## src/rtl/tvip_axi_burst_sequencer_if.sv

```systemverilog
// Command-in / beat-out bundle for tvip_axi_burst_sequencer.
// master: command source and beat consumer; slave: the sequencer itself.
interface tvip_axi_burst_sequencer_if #(
  parameter int unsigned ADDRESS_WIDTH = 32,
  parameter int unsigned DATA_WIDTH    = 32,
  parameter int unsigned ID_WIDTH      = 4
);
  localparam int unsigned NB = DATA_WIDTH / 8;

  logic                     cmd_valid;
  logic                     cmd_ready;
  logic [ID_WIDTH-1:0]      cmd_id;
  logic [ADDRESS_WIDTH-1:0] cmd_addr;
  logic [7:0]               cmd_len;
  logic [2:0]               cmd_size;
  logic [1:0]               cmd_burst;

  logic                     beat_valid;
  logic                     beat_ready;
  logic [ID_WIDTH-1:0]      beat_id;
  logic [ADDRESS_WIDTH-1:0] beat_addr;
  logic [7:0]               beat_index;
  logic [NB-1:0]            beat_mask;
  logic                     beat_last;
  logic                     busy;

  modport master (
    output cmd_valid, cmd_id, cmd_addr, cmd_len, cmd_size, cmd_burst, beat_ready,
    input  cmd_ready, beat_valid, beat_id, beat_addr, beat_index, beat_mask, beat_last, busy
  );

  modport slave (
    input  cmd_valid, cmd_id, cmd_addr, cmd_len, cmd_size, cmd_burst, beat_ready,
    output cmd_ready, beat_valid, beat_id, beat_addr, beat_index, beat_mask, beat_last, busy
  );
endinterface

```

## src/rtl/tvip_axi_burst_sequencer.sv

```systemverilog
// Expands one AXI AW/AR command into per-beat address, byte-lane mask and last flag.
// Define TVIP_AXI_BURST_SEQUENCER_4KB_CHECK_EN to add the err_4kb protocol-check pulse.
module tvip_axi_burst_sequencer #(
  parameter int unsigned ADDRESS_WIDTH = 32,
  parameter int unsigned DATA_WIDTH    = 32,
  parameter int unsigned ID_WIDTH      = 4
) (
  input  logic                      aclk,
  input  logic                      areset_n,
  tvip_axi_burst_sequencer_if.slave bus
`ifdef TVIP_AXI_BURST_SEQUENCER_4KB_CHECK_EN
  ,
  output logic                      err_4kb
`endif
);
  localparam int unsigned AW     = ADDRESS_WIDTH;
  localparam int unsigned NB     = DATA_WIDTH / 8;
  localparam int unsigned NB_LOG = $clog2(NB);

  localparam logic [1:0] BURST_FIXED = 2'b00;
  localparam logic [1:0] BURST_INCR  = 2'b01;
  localparam logic [1:0] BURST_WRAP  = 2'b10;

  localparam logic [0:0] ST_IDLE  = 1'b0;
  localparam logic [0:0] ST_BURST = 1'b1;

  logic [0:0]          state_q, state_d;
  logic                cmd_ready_q, cmd_ready_d;
  logic                beat_valid_q, beat_valid_d;
  logic                busy_q, busy_d;
  logic [ID_WIDTH-1:0] id_q, id_d;
  logic [AW-1:0]       addr_q, addr_d;
  logic [7:0]          index_q, index_d;
  logic [NB-1:0]       mask_q, mask_d;
  logic                last_q, last_d;
  logic [7:0]          len_q, len_d;
  logic [2:0]          size_q, size_d;
  logic [1:0]          mode_q, mode_d;
  logic [AW-1:0]       wrap_base_q, wrap_base_d;
  logic [AW-1:0]       wrap_total_q, wrap_total_d;

  logic                accept;
  logic                beat_hs;
  logic [2:0]          cmd_sz;
  logic [AW-1:0]       cmd_s;
  logic [AW-1:0]       cmd_total;
  logic                wrap_legal;
  logic [1:0]          cmd_mode;
  logic [AW-1:0]       nxt_addr;
  logic [7:0]          nxt_index;

  // Oversize transfers are clamped to the bus width.
  function automatic logic [2:0] eff_size(input logic [2:0] size);
    if (32'(size) > NB_LOG) return 3'(NB_LOG);
    return size;
  endfunction

  function automatic logic [AW-1:0] size_bytes(input logic [2:0] sz);
    return AW'(1) << sz;
  endfunction

  // Lanes from the (possibly unaligned) start byte up to the end of the aligned container.
  function automatic logic [NB-1:0] lane_mask(input logic [AW-1:0] addr, input logic [2:0] sz);
    logic [AW-1:0] s;
    logic [AW-1:0] lo;
    logic [AW-1:0] hi;
    logic [NB-1:0] m;
    s  = size_bytes(sz);
    lo = addr & AW'(NB - 1);
    hi = ((addr & ~(s - AW'(1))) & AW'(NB - 1)) + s - AW'(1);
    m  = '0;
    for (int unsigned i = 0; i < NB; i++) m[i] = (AW'(i) >= lo) && (AW'(i) <= hi);
    return m;
  endfunction

  function automatic logic [AW-1:0] next_addr(input logic [AW-1:0] addr, input logic [2:0] sz,
                                               input logic [1:0] mode, input logic [AW-1:0] base,
                                               input logic [AW-1:0] total);
    logic [AW-1:0] s;
    logic [AW-1:0] nxt;
    s   = size_bytes(sz);
    nxt = (addr & ~(s - AW'(1))) + s;
    case (mode)
      BURST_FIXED: nxt = addr;
      BURST_WRAP:  if (nxt == base + total) nxt = base;
      default:     ;
    endcase
    return nxt;
  endfunction

  assign accept     = cmd_ready_q & bus.cmd_valid;
  assign beat_hs    = beat_valid_q & bus.beat_ready;
  assign cmd_sz     = eff_size(bus.cmd_size);
  assign cmd_s      = size_bytes(cmd_sz);
  assign cmd_total  = AW'(9'(bus.cmd_len) + 9'd1) << cmd_sz;
  assign wrap_legal = bus.cmd_len inside {8'd1, 8'd3, 8'd7, 8'd15};
  assign nxt_addr   = next_addr(addr_q, size_q, mode_q, wrap_base_q, wrap_total_q);
  assign nxt_index  = 8'(index_q + 8'd1);

  // Reserved burst type and illegal WRAP length degrade to INCR.
  always_comb begin
    cmd_mode = BURST_INCR;
    case (bus.cmd_burst)
      2'b00:   cmd_mode = BURST_FIXED;
      2'b10:   cmd_mode = wrap_legal ? BURST_WRAP : BURST_INCR;
      default: cmd_mode = BURST_INCR;
    endcase
  end

  always_comb begin
    state_d      = state_q;
    cmd_ready_d  = cmd_ready_q;
    beat_valid_d = beat_valid_q;
    busy_d       = busy_q;
    id_d         = id_q;
    addr_d       = addr_q;
    index_d      = index_q;
    mask_d       = mask_q;
    last_d       = last_q;
    len_d        = len_q;
    size_d       = size_q;
    mode_d       = mode_q;
    wrap_base_d  = wrap_base_q;
    wrap_total_d = wrap_total_q;
    case (state_q)
      ST_IDLE: begin
        cmd_ready_d = 1'b1;
        if (accept) begin
          state_d      = ST_BURST;
          cmd_ready_d  = 1'b0;
          beat_valid_d = 1'b1;
          busy_d       = 1'b1;
          id_d         = bus.cmd_id;
          addr_d       = bus.cmd_addr;
          index_d      = 8'd0;
          mask_d       = lane_mask(bus.cmd_addr, cmd_sz);
          last_d       = (bus.cmd_len == 8'd0);
          len_d        = bus.cmd_len;
          size_d       = cmd_sz;
          mode_d       = cmd_mode;
          wrap_base_d  = bus.cmd_addr & ~(cmd_total - AW'(1));
          wrap_total_d = cmd_total;
        end
      end
      ST_BURST: begin
        if (beat_hs) begin
          if (last_q) begin
            state_d      = ST_IDLE;
            cmd_ready_d  = 1'b1;
            beat_valid_d = 1'b0;
            busy_d       = 1'b0;
            last_d       = 1'b0;
          end else begin
            addr_d  = nxt_addr;
            index_d = nxt_index;
            mask_d  = lane_mask(nxt_addr, size_q);
            last_d  = (nxt_index == len_q);
          end
        end
      end
      default: state_d = ST_IDLE;
    endcase
  end

  always_ff @(posedge aclk) begin
    if (!areset_n) begin
      state_q      <= ST_IDLE;
      cmd_ready_q  <= 1'b0;
      beat_valid_q <= 1'b0;
      busy_q       <= 1'b0;
      id_q         <= '0;
      addr_q       <= '0;
      index_q      <= '0;
      mask_q       <= '0;
      last_q       <= 1'b0;
      len_q        <= '0;
      size_q       <= '0;
      mode_q       <= '0;
      wrap_base_q  <= '0;
      wrap_total_q <= '0;
    end else begin
      state_q      <= state_d;
      cmd_ready_q  <= cmd_ready_d;
      beat_valid_q <= beat_valid_d;
      busy_q       <= busy_d;
      id_q         <= id_d;
      addr_q       <= addr_d;
      index_q      <= index_d;
      mask_q       <= mask_d;
      last_q       <= last_d;
      len_q        <= len_d;
      size_q       <= size_d;
      mode_q       <= mode_d;
      wrap_base_q  <= wrap_base_d;
      wrap_total_q <= wrap_total_d;
    end
  end

  assign bus.cmd_ready  = cmd_ready_q;
  assign bus.beat_valid = beat_valid_q;
  assign bus.busy       = busy_q;
  assign bus.beat_id    = id_q;
  assign bus.beat_addr  = addr_q;
  assign bus.beat_index = index_q;
  assign bus.beat_mask  = mask_q;
  assign bus.beat_last  = last_q;

`ifdef TVIP_AXI_BURST_SEQUENCER_4KB_CHECK_EN
  logic [AW-1:0] cmd_a0;
  logic [AW:0]   cmd_end;
  logic          cross_4kb;
  logic          err_d;
  logic          err_q;

  // End address carries one extra bit so a burst past the top of memory still flags.
  assign cmd_a0    = bus.cmd_addr & ~(cmd_s - AW'(1));
  assign cmd_end   = (AW+1)'(cmd_a0) + (AW+1)'(cmd_total) - (AW+1)'(1);
  assign cross_4kb = (cmd_end[AW:12] != (AW-11)'(cmd_a0[AW-1:12]));
  assign err_d     = accept & ((bus.cmd_burst == 2'b11) ||
                               ((bus.cmd_burst == BURST_WRAP) && !wrap_legal) ||
                               ((bus.cmd_burst == BURST_INCR) && cross_4kb));

  always_ff @(posedge aclk) begin
    if (!areset_n) err_q <= 1'b0;
    else           err_q <= err_d;
  end

  assign err_4kb = err_q;
`endif
endmodule

```

## src/flat_wrapper.sv

```systemverilog
// flat-port wrapper written by rule: the top's interface ports become plain ports
module tvip_axi_burst_sequencer_flat 
#(
  parameter int unsigned ADDRESS_WIDTH = 32,
  parameter int unsigned DATA_WIDTH    = 32,
  parameter int unsigned ID_WIDTH      = 4
)
  (aclk, areset_n, bus_cmd_valid, bus_cmd_id, bus_cmd_addr, bus_cmd_len, bus_cmd_size, bus_cmd_burst, bus_beat_ready, bus_cmd_ready, bus_beat_valid, bus_beat_id, bus_beat_addr, bus_beat_index, bus_beat_mask, bus_beat_last, bus_busy);
  tvip_axi_burst_sequencer_if #(.ADDRESS_WIDTH(ADDRESS_WIDTH), .DATA_WIDTH(DATA_WIDTH), .ID_WIDTH(ID_WIDTH)) bus_i ();
  input  logic aclk;
  input  logic areset_n;
  input wire logic [$bits(bus_i.cmd_valid)-1:0] bus_cmd_valid;
  input wire logic [$bits(bus_i.cmd_id)-1:0] bus_cmd_id;
  input wire logic [$bits(bus_i.cmd_addr)-1:0] bus_cmd_addr;
  input wire logic [$bits(bus_i.cmd_len)-1:0] bus_cmd_len;
  input wire logic [$bits(bus_i.cmd_size)-1:0] bus_cmd_size;
  input wire logic [$bits(bus_i.cmd_burst)-1:0] bus_cmd_burst;
  input wire logic [$bits(bus_i.beat_ready)-1:0] bus_beat_ready;
  output wire logic [$bits(bus_i.cmd_ready)-1:0] bus_cmd_ready;
  output wire logic [$bits(bus_i.beat_valid)-1:0] bus_beat_valid;
  output wire logic [$bits(bus_i.beat_id)-1:0] bus_beat_id;
  output wire logic [$bits(bus_i.beat_addr)-1:0] bus_beat_addr;
  output wire logic [$bits(bus_i.beat_index)-1:0] bus_beat_index;
  output wire logic [$bits(bus_i.beat_mask)-1:0] bus_beat_mask;
  output wire logic [$bits(bus_i.beat_last)-1:0] bus_beat_last;
  output wire logic [$bits(bus_i.busy)-1:0] bus_busy;
  assign bus_i.cmd_valid = bus_cmd_valid;
  assign bus_i.cmd_id = bus_cmd_id;
  assign bus_i.cmd_addr = bus_cmd_addr;
  assign bus_i.cmd_len = bus_cmd_len;
  assign bus_i.cmd_size = bus_cmd_size;
  assign bus_i.cmd_burst = bus_cmd_burst;
  assign bus_i.beat_ready = bus_beat_ready;
  assign bus_cmd_ready = bus_i.cmd_ready;
  assign bus_beat_valid = bus_i.beat_valid;
  assign bus_beat_id = bus_i.beat_id;
  assign bus_beat_addr = bus_i.beat_addr;
  assign bus_beat_index = bus_i.beat_index;
  assign bus_beat_mask = bus_i.beat_mask;
  assign bus_beat_last = bus_i.beat_last;
  assign bus_busy = bus_i.busy;
  tvip_axi_burst_sequencer #(.ADDRESS_WIDTH(ADDRESS_WIDTH), .DATA_WIDTH(DATA_WIDTH), .ID_WIDTH(ID_WIDTH)) u_core (.aclk(aclk), .areset_n(areset_n), .bus(bus_i));
endmodule
```

## config.mk

```make
export PLATFORM = sky130hd
export DESIGN_NAME = tvip_axi_burst_sequencer_flat
export DESIGN_NICKNAME = d
export VERILOG_FILES = /design/src/rtl/tvip_axi_burst_sequencer_if.sv /design/src/rtl/tvip_axi_burst_sequencer.sv /design/src/flat_wrapper.sv
export SDC_FILE = /design/constraint.sdc
export NUM_CORES = 1
export LEC_CHECK = 0
export BUFFER_PORTS_ARGS = -buffer_cell sky130_fd_sc_hd__buf_2
export CORE_ASPECT_RATIO = 1.75
export CORE_MARGIN = 3
export CORE_UTILIZATION = 49
export DETAILED_ROUTE_END_ITERATION = 10
export PLACE_DENSITY_LB_ADDON = 0.2
export SLEW_MARGIN = 0
export SYNTH_ARGS = -nofsm -noshare
export SYNTH_HDL_FRONTEND = slang
export SYNTH_SLANG_ARGS = --single-unit
export TNS_END_PERCENT = 20
```

## constraint.sdc

```tcl
create_clock -name aclk -period 6.6 [get_ports aclk]
set_clock_uncertainty 0.15 [all_clocks]
set_input_delay 1.98 -clock aclk [delete_from_list [all_inputs] [get_ports aclk]]
set_output_delay 1.98 -clock aclk [all_outputs]
set_load 0.03 [all_outputs]
```

==> out/metrics.yaml, run 1 <==
outcome:
  status: "finished, violations left"
  violations: "negative setup slack"
sta:
  tns_ns: -0.0816
  slew_violations: 0
  fin_ws_ns: -0.0816
  rsz0062_at_grt: "true"
  min_period_over_period: 1.01
  tightest_slew_ns: 1.00
  timing.hold.ws_ns: 0.314
  setup_violations: 1
  max_freq_ghz: 0.150
  timing.final.crit_period_ns: 6.68
  finalHoldViolCount: 0
  max_slew_margin: 0.328
hold_path:
  min_to: "u_core.bus.beat_id[1]"
  hold_depth: 2
  worstHoldStart: "u_core.bus.beat_id[1]"
  hold_path.class: "reg2reg"
setup_path:
  crit_required_ns: 6.74
  critPathMaxFanout: 7
  crit_path_frequent_cell: "ha_4"
  reg2reg_setup_slack_ns: -0.08
  reg2reg_depth: 33
  arrival_ns: 6.82
  slowest_stage: "or3b_4"
  critPathCaptureType: "register"
  crit_type: "reg2reg"
  crit-reg2reg-launch: "u_core.size_q[2]"
  startpoint_type: "register"
  max_stage_delay_ns: 0.40
  r2r-end: "u_core.bus.beat_mask[1]"
clock_tree:
  hold_buffers: 0
  h-tree-depth: 4
  clk_path_buf_depth: 2
  clock_latency_ns: 0.44
  cts_root_buf: "clkbuf_16"
  cts_tree: "built"
  clock-sinks: 113
  clk_pin_slew_ns: 0.06
  numCtsBuffers: 17
routing:
  ant_nets: 0
  first_iter_violations: 934
  vias: 10600
  dr.pass1.iters: 8
  drt-total-wl_um: 34700
  wire_per_inst_um: 20.2
  viasPerCell: 6.14
  drc_errors: 0
finish:
  fill_cells: 1679
  drive_above_1_share: 0.243
  register_area_um2: 2270
  nNetsFinal: 1565
  synthToLayoutAreaGrowth_pct: 28.2
  n_antenna_cell: 0
  multi_input_area_um2: 7230
logic_synthesis:
  synth_warnings: 0
  synth_area_um2: 9550
  syn_inst: 1265
  synth-main-ff-cell: "dfxtp_1"
  avgSynthCellArea_um2: 7.55
  async_flop_share: 0
  ys_ff_latch: 113
  synth_edf_count: 0
  synth.distinct_cells: 80
  seq_area_frac_synth: 0.237
power_and_ir_drop:
  power.density_nw_per_um2: 189
  combinationalPowerShare: 0.250
  p_leak_nw: 5.14
  switching_share: 0.312
  p_clk_frac: 0.423
  cell_internal_pwr_mw: 1.59
  sequentialPowerShare: 0.327
  peakVddDrop_mv: 0.197
  p_switching_mw: 0.722
job:
  cap_violations: 0
placed_design:
  dpl.hpwl_um: 25300
  io_buffer_count: 104
  gp_routability_congestion: 1.01
global_routing:
  overflow: 0
  grt_pass1_wl_um: 54300
  grt_max_degree: 103
  antenna_found_initial: 0
  grt_usage: 0.322
  grt_pass1_vias: 10400
die:
  core_area_um2: 18800
  io_pins: 105
  start_util: 0.507
  fp.dieW_um: 112
  die_area_um2: 21300
  fp.dieH_um: 191
  rows: 66
## final cells by class
cell class                 instances  area share
clock buffer                      23      0.0399
clock inverter                     8      0.0104
inverter                          25     0.00767
multi-input combinational       1050       0.591
sequential                       113       0.186
tap                              238      0.0243
timing repair buffer             262       0.141
## metal layers
metal  track usage  up-vias  routed length [µm]
met5             0        -                   0
met4         0.245        0                2710
met3        0.0575      155                1860
met2         0.596      455               18000
met1         0.313     4958               12100
li1              -     4992                   -
## metrics by stage
step / std cells / power [mW] / setup slack, ns / cell area, µm² / utilization
after detailed placement: 1668 / 1.29 / -0.415 / 11200 / 0.596
after CTS: 1712 / 2.30 / -0.0532 / 12100 / 0.643
after global placement: 1668 / 1.28 / -0.271 / 11200 / 0.596
after global routing: 1719 / 2.40 / -0.331 / 12200 / 0.650
final: 1719 / 2.31 / -0.0816 / 12200 / 0.650
after floorplan: 1275 / 1.11 / -0.129 / 9750 / -
## worst max-delay path: cells and delay by family (launching register included)
family	cells	cell delay (ns)
AOI/OAI and AO/OA	10	1.36
xor gates and xnor gates	2	0.40
adders and majority gates	4	1.00
buffers and inverters	3	0.50
DFF	1	0.37
and+or+nand+nor	14	2.78
## logic make-up (layout without fill, tap and decap cells)
logic type / Yosys count / count (layout) / share of synthesized area
flops: 113 / 113 / 0.237
fa+ha+maj: 43 / 43 / 0.0571
compound gates: 317 / 317 / 0.237
mux: 12 / 12 / 0.0128
xor+xnor: 118 / 118 / 0.117
other cells: 2 / 12 / 0.000786
simple gates: 548 / 548 / 0.292
buf+inv: 112 / 318 / 0.0463
## power groups by stage
stage               sequential (mW)  combinational, mW  clock, mW
finish                        0.757              0.578      0.980
global route                  0.759              0.621       1.02
CTS                           0.755              0.557      0.987
detailed placement            0.769              0.521          0
global placement              0.769              0.514          0
floorplan                     0.796              0.311          0
## timing repair
item | in CTS | in global routing
pin swaps | 37 | 30
endpoints found under the setup margin | 3 | 3
resized for setup | 28 | 17
cloned | 0 | 0
setup buffers | 13 | 7
## cell usage in the layout (no fill, tap or decap), types with 13 or more instances in the layout
cell type  instances
a21boi_0          44
nor2_1            71
a211oi_1          13
o211ai_1          29
inv_1             23
nor3_1            16
nand4_1           25
nor2b_1           30
buf_2            103
clkbuf_16         17
dfxtp_1          108
xor2_1            46
nand3_1           65
and3_1            25
nand3b_1          15
a21oi_1           49
nand2_1          203
ha_1              36
buf_4            156
xnor2_1           62
o22ai_1           22
and4_1            14
o21ai_0           31
## how the worst max path moves through the flow
stage / slack (ns) / from / endpoint
6_report: -0.08 / u_core.size_q[2] / u_core.bus.beat_mask[1]
5_1_grt: -0.33 / u_core.size_q[0] / u_core.bus.beat_mask[1]
4_1_cts: -0.05 / u_core.size_q[2] / u_core.bus.beat_mask[1]
3_5_place_dp: -0.42 / u_core.size_q[2] / u_core.bus.beat_mask[1]
3_3_place_gp: -0.27 / u_core.size_q[2] / u_core.bus.beat_mask[1]
2_1_floorplan: -0.13 / u_core.size_q[0] / u_core.bus.beat_mask[1]
## sequential cells by signal (all words and copies together) (netlist names), 3 cells and up
signal and cells:
u_core.bus.beat_addr 32, u_core.wrap_base_q 32, u_core.wrap_total_q 16, u_core.bus.beat_index 8, u_core.len_q 8, u_core.bus.beat_id 4
u_core.bus.beat_mask 4, u_core.size_q 3
## cell usage after synthesis (11+ instances only)
| cell type | instances | share of area |
|---|---|---|
| a211oi_1 | 16 | 0.013 |
| and4_1 | 14 | 0.013 |
| nor2_1 | 72 | 0.028 |
| o21ai_0 | 32 | 0.017 |
| nand4_1 | 25 | 0.016 |
| inv_1 | 24 | 0.0094 |
| nand3_1 | 65 | 0.034 |
| clkbuf_1 | 64 | 0.025 |
| o211ai_1 | 29 | 0.023 |
| a21boi_0 | 45 | 0.035 |
| o221ai_1 | 12 | 0.011 |
| a22oi_1 | 12 | 0.0094 |
| nand2_1 | 205 | 0.081 |
| xor2_1 | 48 | 0.044 |
| nor2b_1 | 32 | 0.021 |
| nor3_1 | 17 | 0.0089 |
| ha_1 | 42 | 0.055 |
| and3_1 | 26 | 0.017 |
| dfxtp_1 | 113 | 0.24 |
| nand3b_1 | 15 | 0.012 |
| buf_1 | 12 | 0.0047 |
| and2_1 | 11 | 0.0072 |
| o22ai_1 | 23 | 0.015 |
| a21oi_1 | 52 | 0.027 |
| xnor2_1 | 64 | 0.059 |
(Power assumes the default switching activity.)
==> inputs of run 2 (changes only) <==
clock period = 5.44 ns   (was 6.6 ns; I/O delays follow)
==> run 2 against run 1 <==
  * The flow still finishes with violations (negative setup slack)
  * Clock-buffer cell count unchanged
  * Combinational power increased by 33%
  * Clock power increased by 13%
  * Setup slack got worse by 1.3 ns
  * Critical path depth decreased by 1
  * Routed wire length increased by 6.1%
  * Sequential cell count unchanged
  * Via count increased by 5.9%
==> out/metrics.yaml, run 2 (synthesis results as in run 1) <==
die:
  die_area_um2: 21300  # unchanged
  rows: 66  # unchanged
  io_pins: 105  # unchanged
  core_area_um2: 18800  # unchanged
  start_util: 0.507  # unchanged
  fp.dieW_um: 112  # unchanged
  fp.dieH_um: 191  # unchanged
placed_design:
  place_area_um2: 12100  # +8.2%
  io_buffer_count: 104  # unchanged
  gp_routability_congestion: 1.03  # +1.8%
  place_ws_ns: -1.50  # -1.09 ns
  dpl.hpwl_um: 27300  # +7.8%
global_routing:
  grt_pass1_wl_um: 57500  # +5.8%
  grt_usage: 0.343  # +0.0203
  overflow: 0  # unchanged
  grt_pass1_vias: 11200  # +6.9%
  grt_max_degree: 104  # +0.97%
  antenna_found_initial: 0  # unchanged
setup_path:
  critPathCaptureType: "register"
  max_stage_delay_ns: 0.41  # about the same
  worstSetupStartpoint: "u_core.size_q[2]"
  arrival_ns: 6.99  # +0.17 ns
  slowest_stage: "or3b_4"
  critPathMaxFanout: 5  # -2
  reg2reg_setup_slack_ns: -1.41  # -1.33 ns
  startpoint_type: "register"
  crit-reg2reg-launch: "u_core.size_q[2]"
  crit_type: "reg2reg"
  worstSetupEndpoint: "u_core.bus.beat_mask[1]"
  r2r-end: "u_core.bus.beat_mask[1]"
  crit_required_ns: 5.58  # -1.16 ns
  reg2reg_depth: 32  # -3.0%
  crit_path_frequent_cell: "ha_4"
job:
  cap_violations: 0  # unchanged
routing:
  viasPerCell: 6.09  # -0.82%
  first_iter_violations: 892  # -4.5%
  vias: 11200  # +5.9%
  ant_nets: 0  # unchanged
  wire_per_inst_um: 20.1  # -0.65%
  dr.pass1.iters: 6  # -2
  drc_errors: 0  # unchanged
  drt-total-wl_um: 36800  # +6.1%
clock_tree:
  clk_path_buf_depth: 2  # unchanged
  clock_latency_ns: 0.44  # about the same
  cts_tree: "built"
  numCtsBuffers: 17  # unchanged
  cts_root_buf: "clkbuf_16"
  clk_pin_slew_ns: 0.06  # about the same
  h-tree-depth: 4  # unchanged
  clock-sinks: 113  # unchanged
finish:
  nNetsFinal: 1680  # +7.3%
  synthToLayoutAreaGrowth_pct: 37.1
  drive_above_1_share: 0.298  # +0.0550
  finish.utilization: 0.695  # +0.0451
  n_antenna_cell: 0  # unchanged
  layout_commonest_cell: "buf_4"
  mostFrequentLayoutCells: "268 x buf_4, 203 x nand2_1, 108 x dfxtp_1, 103 x buf_2, 71 x nor2_1"
  final_area_um2: 13100  # +6.9%
sta:
  max_freq_ghz: 0.146  # -2.5%
  tns_ns: -3.85  # -3.77 ns
  min_period_over_period: 1.26  # +0.248
  timing.hold.ws_ns: 0.312  # -0.00233 ns
  tightest_slew_ns: 1.11  # +0.106 ns
  finalHoldViolCount: 0  # unchanged
  setup_violations: 3  # +2
  timing.final.crit_period_ns: 6.85  # +0.173 ns
  max_slew_margin: 0.257  # -0.0710
  rsz0062_at_grt: "true"
  fin_ws_ns: -1.41  # -1.33 ns
  slew_violations: 0  # unchanged
power_and_ir_drop:
  sequentialPowerShare: 0.326  # about the same
  power.density_nw_per_um2: 213  # +13%
  p_leak_nw: 5.72  # +11%
  cell_internal_pwr_mw: 1.90  # +19%
  p_switching_mw: 0.894  # +24%
  peakVddDrop_mv: 0.189  # -3.8%
  switching_share: 0.320  # +0.00841
  combinationalPowerShare: 0.276  # +0.026
  p_clk_frac: 0.397  # -0.026
outcome:
  status: "finished, violations left"
  violations: "negative setup slack"
hold_path:
  hold_path.class: "reg2reg"
-- run 2: cell types whose count changed in the layout (fill, tap and decap cells not counted), moves of 3 or more --
cell / before / now
clkbuf_8: 4 / 1
xnor2_2: 2 / 5
buf_4: 156 / 268
clkbuf_1: 2 / 5
buf_6: 2 / 5
xnor2_1: 62 / 59
-- run 2: worst max-delay path: cells and delay by family (launching register included) --
kind                       cells  cell delay (ns)
xor gates and xnor gates       2             0.49
buffers and inverters          2             0.34
AOI/OAI and AO/OA             11             1.61
adders and majority gates      4             1.01
and+or+nand+nor               13             2.74
DFF                            1             0.36
-- run 2: timing repair --
item | in CTS | in global routing
endpoints found under the setup margin | 3 | 3
resized for setup | 42 | 7
endpoints found under the hold margin | 0 | 0
hold buffers | 0 | 0
pin swaps | 32 | 25
setup buffers | 9 | 4
-- run 2: how the worst min path moves through the flow --
stage	from	endpoint	slack, ns	cells past startpoint
finish	u_core.bus.beat_id[1]	u_core.bus.beat_id[1]	0.31	2
global route	u_core.bus.beat_id[1]	u_core.bus.beat_id[1]	0.35	2
CTS	u_core.bus.beat_id[1]	u_core.bus.beat_id[1]	0.32	2
detailed placement	u_core.bus.beat_id[1]	u_core.bus.beat_id[1]	0.31	2
global placement	u_core.bus.beat_id[1]	u_core.bus.beat_id[1]	0.30	2
floorplan	u_core.wrap_total_q[0]	u_core.wrap_total_q[0]	0.30	2
-- run 2: stage by stage --
step / power [mW] / std cells
6_report: 2.79 / 1835
5_1_grt: 2.89 / 1835
4_1_cts: 2.77 / 1831
3_5_place_dp: 1.62 / 1790
3_3_place_gp: 1.61 / 1790
2_1_floorplan: 1.34 / 1275
-- run 2: final cells by class --
cell class | instances | area, µm²
Clock buffer | 23 | 458
Fill cell | 1605 | 5740
Multi-Input combinational cell | 1050 | 7260
Sequential cell | 113 | 2270
Clock inverter | 9 | 109
Tap cell | 238 | 298
Inverter | 25 | 93.8
Timing Repair Buffer | 377 | 2600
-- run 2: power groups by stage --
stage	combinational [mW]	sequential (mW)	clock, mW
after floorplan	0.378	0.966	0
final	0.771	0.910	1.11
after global routing	0.828	0.913	1.15
after CTS	0.745	0.908	1.11
after global placement	0.689	0.925	0
after detailed placement	0.695	0.925	0
-- run 2: metal layers --
metal / vias to the layer above / part of all wire / GRT usage
li1: 5227 / - / -
met1: 5310 / 0.34 / 0.328
met2: 456 / 0.51 / 0.634
met3: 187 / 0.050 / 0.0540
met4: 0 / 0.093 / 0.284
met5: - / 0 / 0
==> inputs of run 3 (changes only) <==
BUFFER_PORTS_ARGS = -buffer_cell sky130_fd_sc_hd__buf_4   (was -buffer_cell sky130_fd_sc_hd__buf_2)
==> run 3 against run 2 <==
  * The run still ends with negative setup slack left
  * Critical endpoint unchanged
  * Sequential share of layout area decreased by 0.32 points
  * Final cell count decreased by 0.16%
  * Largest power group unchanged
  * Maximum frequency increased by 2.4%
  * Utilization increased by 1.4 points
==> out/metrics.yaml, run 3 (synthesis results as in run 1) <==
outcome:
  violations: "negative setup slack"
  status: "finished, violations left"
clock_tree:
  numCtsBuffers: 17  # unchanged
  h-tree-depth: 4  # unchanged
  clk_path_buf_depth: 2  # unchanged
  cts_tree: "built"
  hold_buffers: 0  # unchanged
  clock_latency_ns: 0.44  # about the same
  cts_root_buf: "clkbuf_16"
  clk_pin_slew_ns: 0.06  # about the same
  clock-sinks: 113  # unchanged
routing:
  first_iter_violations: 893  # +0.11%
  vias: 11100  # -0.49%
  ant_nets: 0  # unchanged
  drc_errors: 0  # unchanged
  wire_per_inst_um: 20.4  # +1.7%
  dr.pass1.iters: 7  # +1
  viasPerCell: 6.07  # -0.33%
  drt-total-wl_um: 37400  # +1.6%
sta:
  max_slew_margin: 0.273  # +0.0157
  slew_violations: 0  # unchanged
  finalHoldViolCount: 0  # unchanged
  tns_ns: -3.46  # +0.390 ns
  min_period_over_period: 1.23  # -0.0296
  timing.hold.ws_ns: 0.315  # +0.00324 ns
  max_freq_ghz: 0.149  # +2.4%
  timing.final.crit_period_ns: 6.69  # -0.161 ns
  tightest_slew_ns: 1.09  # -0.0235 ns
  fin_ws_ns: -1.25  # +0.161 ns
  rsz0062_at_grt: "true"
  setup_violations: 3  # unchanged
setup_path:
  critical_path_buf_inv_count: 3  # +1
  critPathTopFamily: "simple AND/OR/NAND/NOR gates"
  critPathMaxFanout: 5  # unchanged
  crit_path_frequent_cell: "ha_4"
  crit_type: "reg2reg"
  slowest_stage: "or3b_4"
  arrival_ns: 6.83  # -0.16 ns
  startpoint_type: "register"
  critPathCaptureType: "register"
  crit_required_ns: 5.58  # about the same
  max_stage_delay_ns: 0.40  # about the same
placed_design:
  io_buffer_count: 104  # unchanged
  dp.cells: 1785  # -0.28%
  dpl.hpwl_um: 27600  # +1.2%
  place_area_um2: 12400  # +1.9%
  gp_routability_congestion: 1.03  # +0.14%
  place_ws_ns: -1.57  # -0.0683 ns
finish:
  nNetsFinal: 1678  # -0.12%
  synthToLayoutAreaGrowth_pct: 39.8
  layout_commonest_cell: "buf_4"
  drive_above_1_share: 0.297  # -0.00132
  fin_cells: 1832  # -0.16%
  mostFrequentLayoutCells: "367 x buf_4, 203 x nand2_1, 108 x dfxtp_1, 71 x nor2_1, 65 x nand3_1"
  n_antenna_cell: 0  # unchanged
  final_area_um2: 13400  # +2.0%
  finish.utilization: 0.709  # +0.0140
global_routing:
  antenna_found_initial: 0  # unchanged
  overflow: 0  # unchanged
  grt_pass1_wl_um: 58400  # +1.6%
  grt_usage: 0.349  # +0.00662
  grt_pass1_vias: 11100  # -0.30%
  grt_max_degree: 83  # -20%
die:
  start_util: 0.507  # unchanged
  die_area_um2: 21300  # unchanged
  io_pins: 105  # unchanged
  fp.dieW_um: 112  # unchanged
  rows: 66  # unchanged
  core_area_um2: 18800  # unchanged
  fp.dieH_um: 191  # unchanged
job:
  cap_violations: 0  # unchanged
power_and_ir_drop:
  peakVddDrop_mv: 0.188  # -0.66%
  p_leak_nw: 5.77  # +0.78%
  total_power_mw: 2.88  # +3.3%
  power.density_nw_per_um2: 216  # +1.3%
hold_path:
  hold_path.class: "reg2reg"
==> run 3: changes by cell type in the layout (fill, tap and decap cells not counted), sizes merged <==
| cell | delta |
|---|---|
| clkbuf | -3 |
| clkinv | -3 |
| inv | +3 |
| buf | -2 |
| bufinv | +1 |
| clkinvlp | +1 |
==> run 3: timing repair <==
item                       CTS  global route
resized for setup           35             4
hold endpoints to repair     0             0
gates cloned                 0             0
setup buffers                9             7
pin swaps                   25            16
setup endpoints to repair    3             3
==> run 3: path summary, 6_finish.rpt <==
kind,start,endpoint,slack (ns),cells past startpoint
max,u_core.size_q[2],u_core.bus.beat_mask[1],-1.25,33
min,u_core.bus.beat_id[1],u_core.bus.beat_id[1],0.32,2
max reg2reg,u_core.size_q[2],u_core.bus.beat_mask[1],-1.25,33
min reg2reg,u_core.bus.beat_id[1],u_core.bus.beat_id[1],0.32,2
==> run 3: routing by layer <==
metal,up-vias,track usage,share of wire
met5,-,0,0
met4,0,0.279,0.089
met3,167,0.0457,0.046
met2,462,0.656,0.52
met1,5283,0.336,0.35
li1,5213,-,-
==> run 3: worst reg2reg max path: cells and delay by family, from the launching register on <==
kind | cells | cell delay (ns)
flops | 1 | 0.37
fa+ha+maj | 4 | 0.99
compound gates | 10 | 1.44
xor+xnor | 2 | 0.44
buf+inv | 3 | 0.46
simple gates | 14 | 2.68
==> run 3: cell type report <==
cell class | count | area [µm²]
inverter | 25 | 93.8
clock inverter | 11 | 154
fill | 1580 | 5480
sequential | 113 | 2270
multi-input combinational | 1050 | 7200
timing repair buffer | 375 | 2880
tap | 238 | 298
clock buffer | 20 | 457
==> run 3: power breakdown <==
group / leakage (nW) / switching [mW] / internal (mW) / total, mW
clock network: 0.293 / 0.438 / 0.746 / 1.18
logic: 4.55 / 0.430 / 0.357 / 0.787
registers: 0.922 / 0.0401 / 0.871 / 0.911
total: 5.77 / 0.909 / 1.97 / 2.88
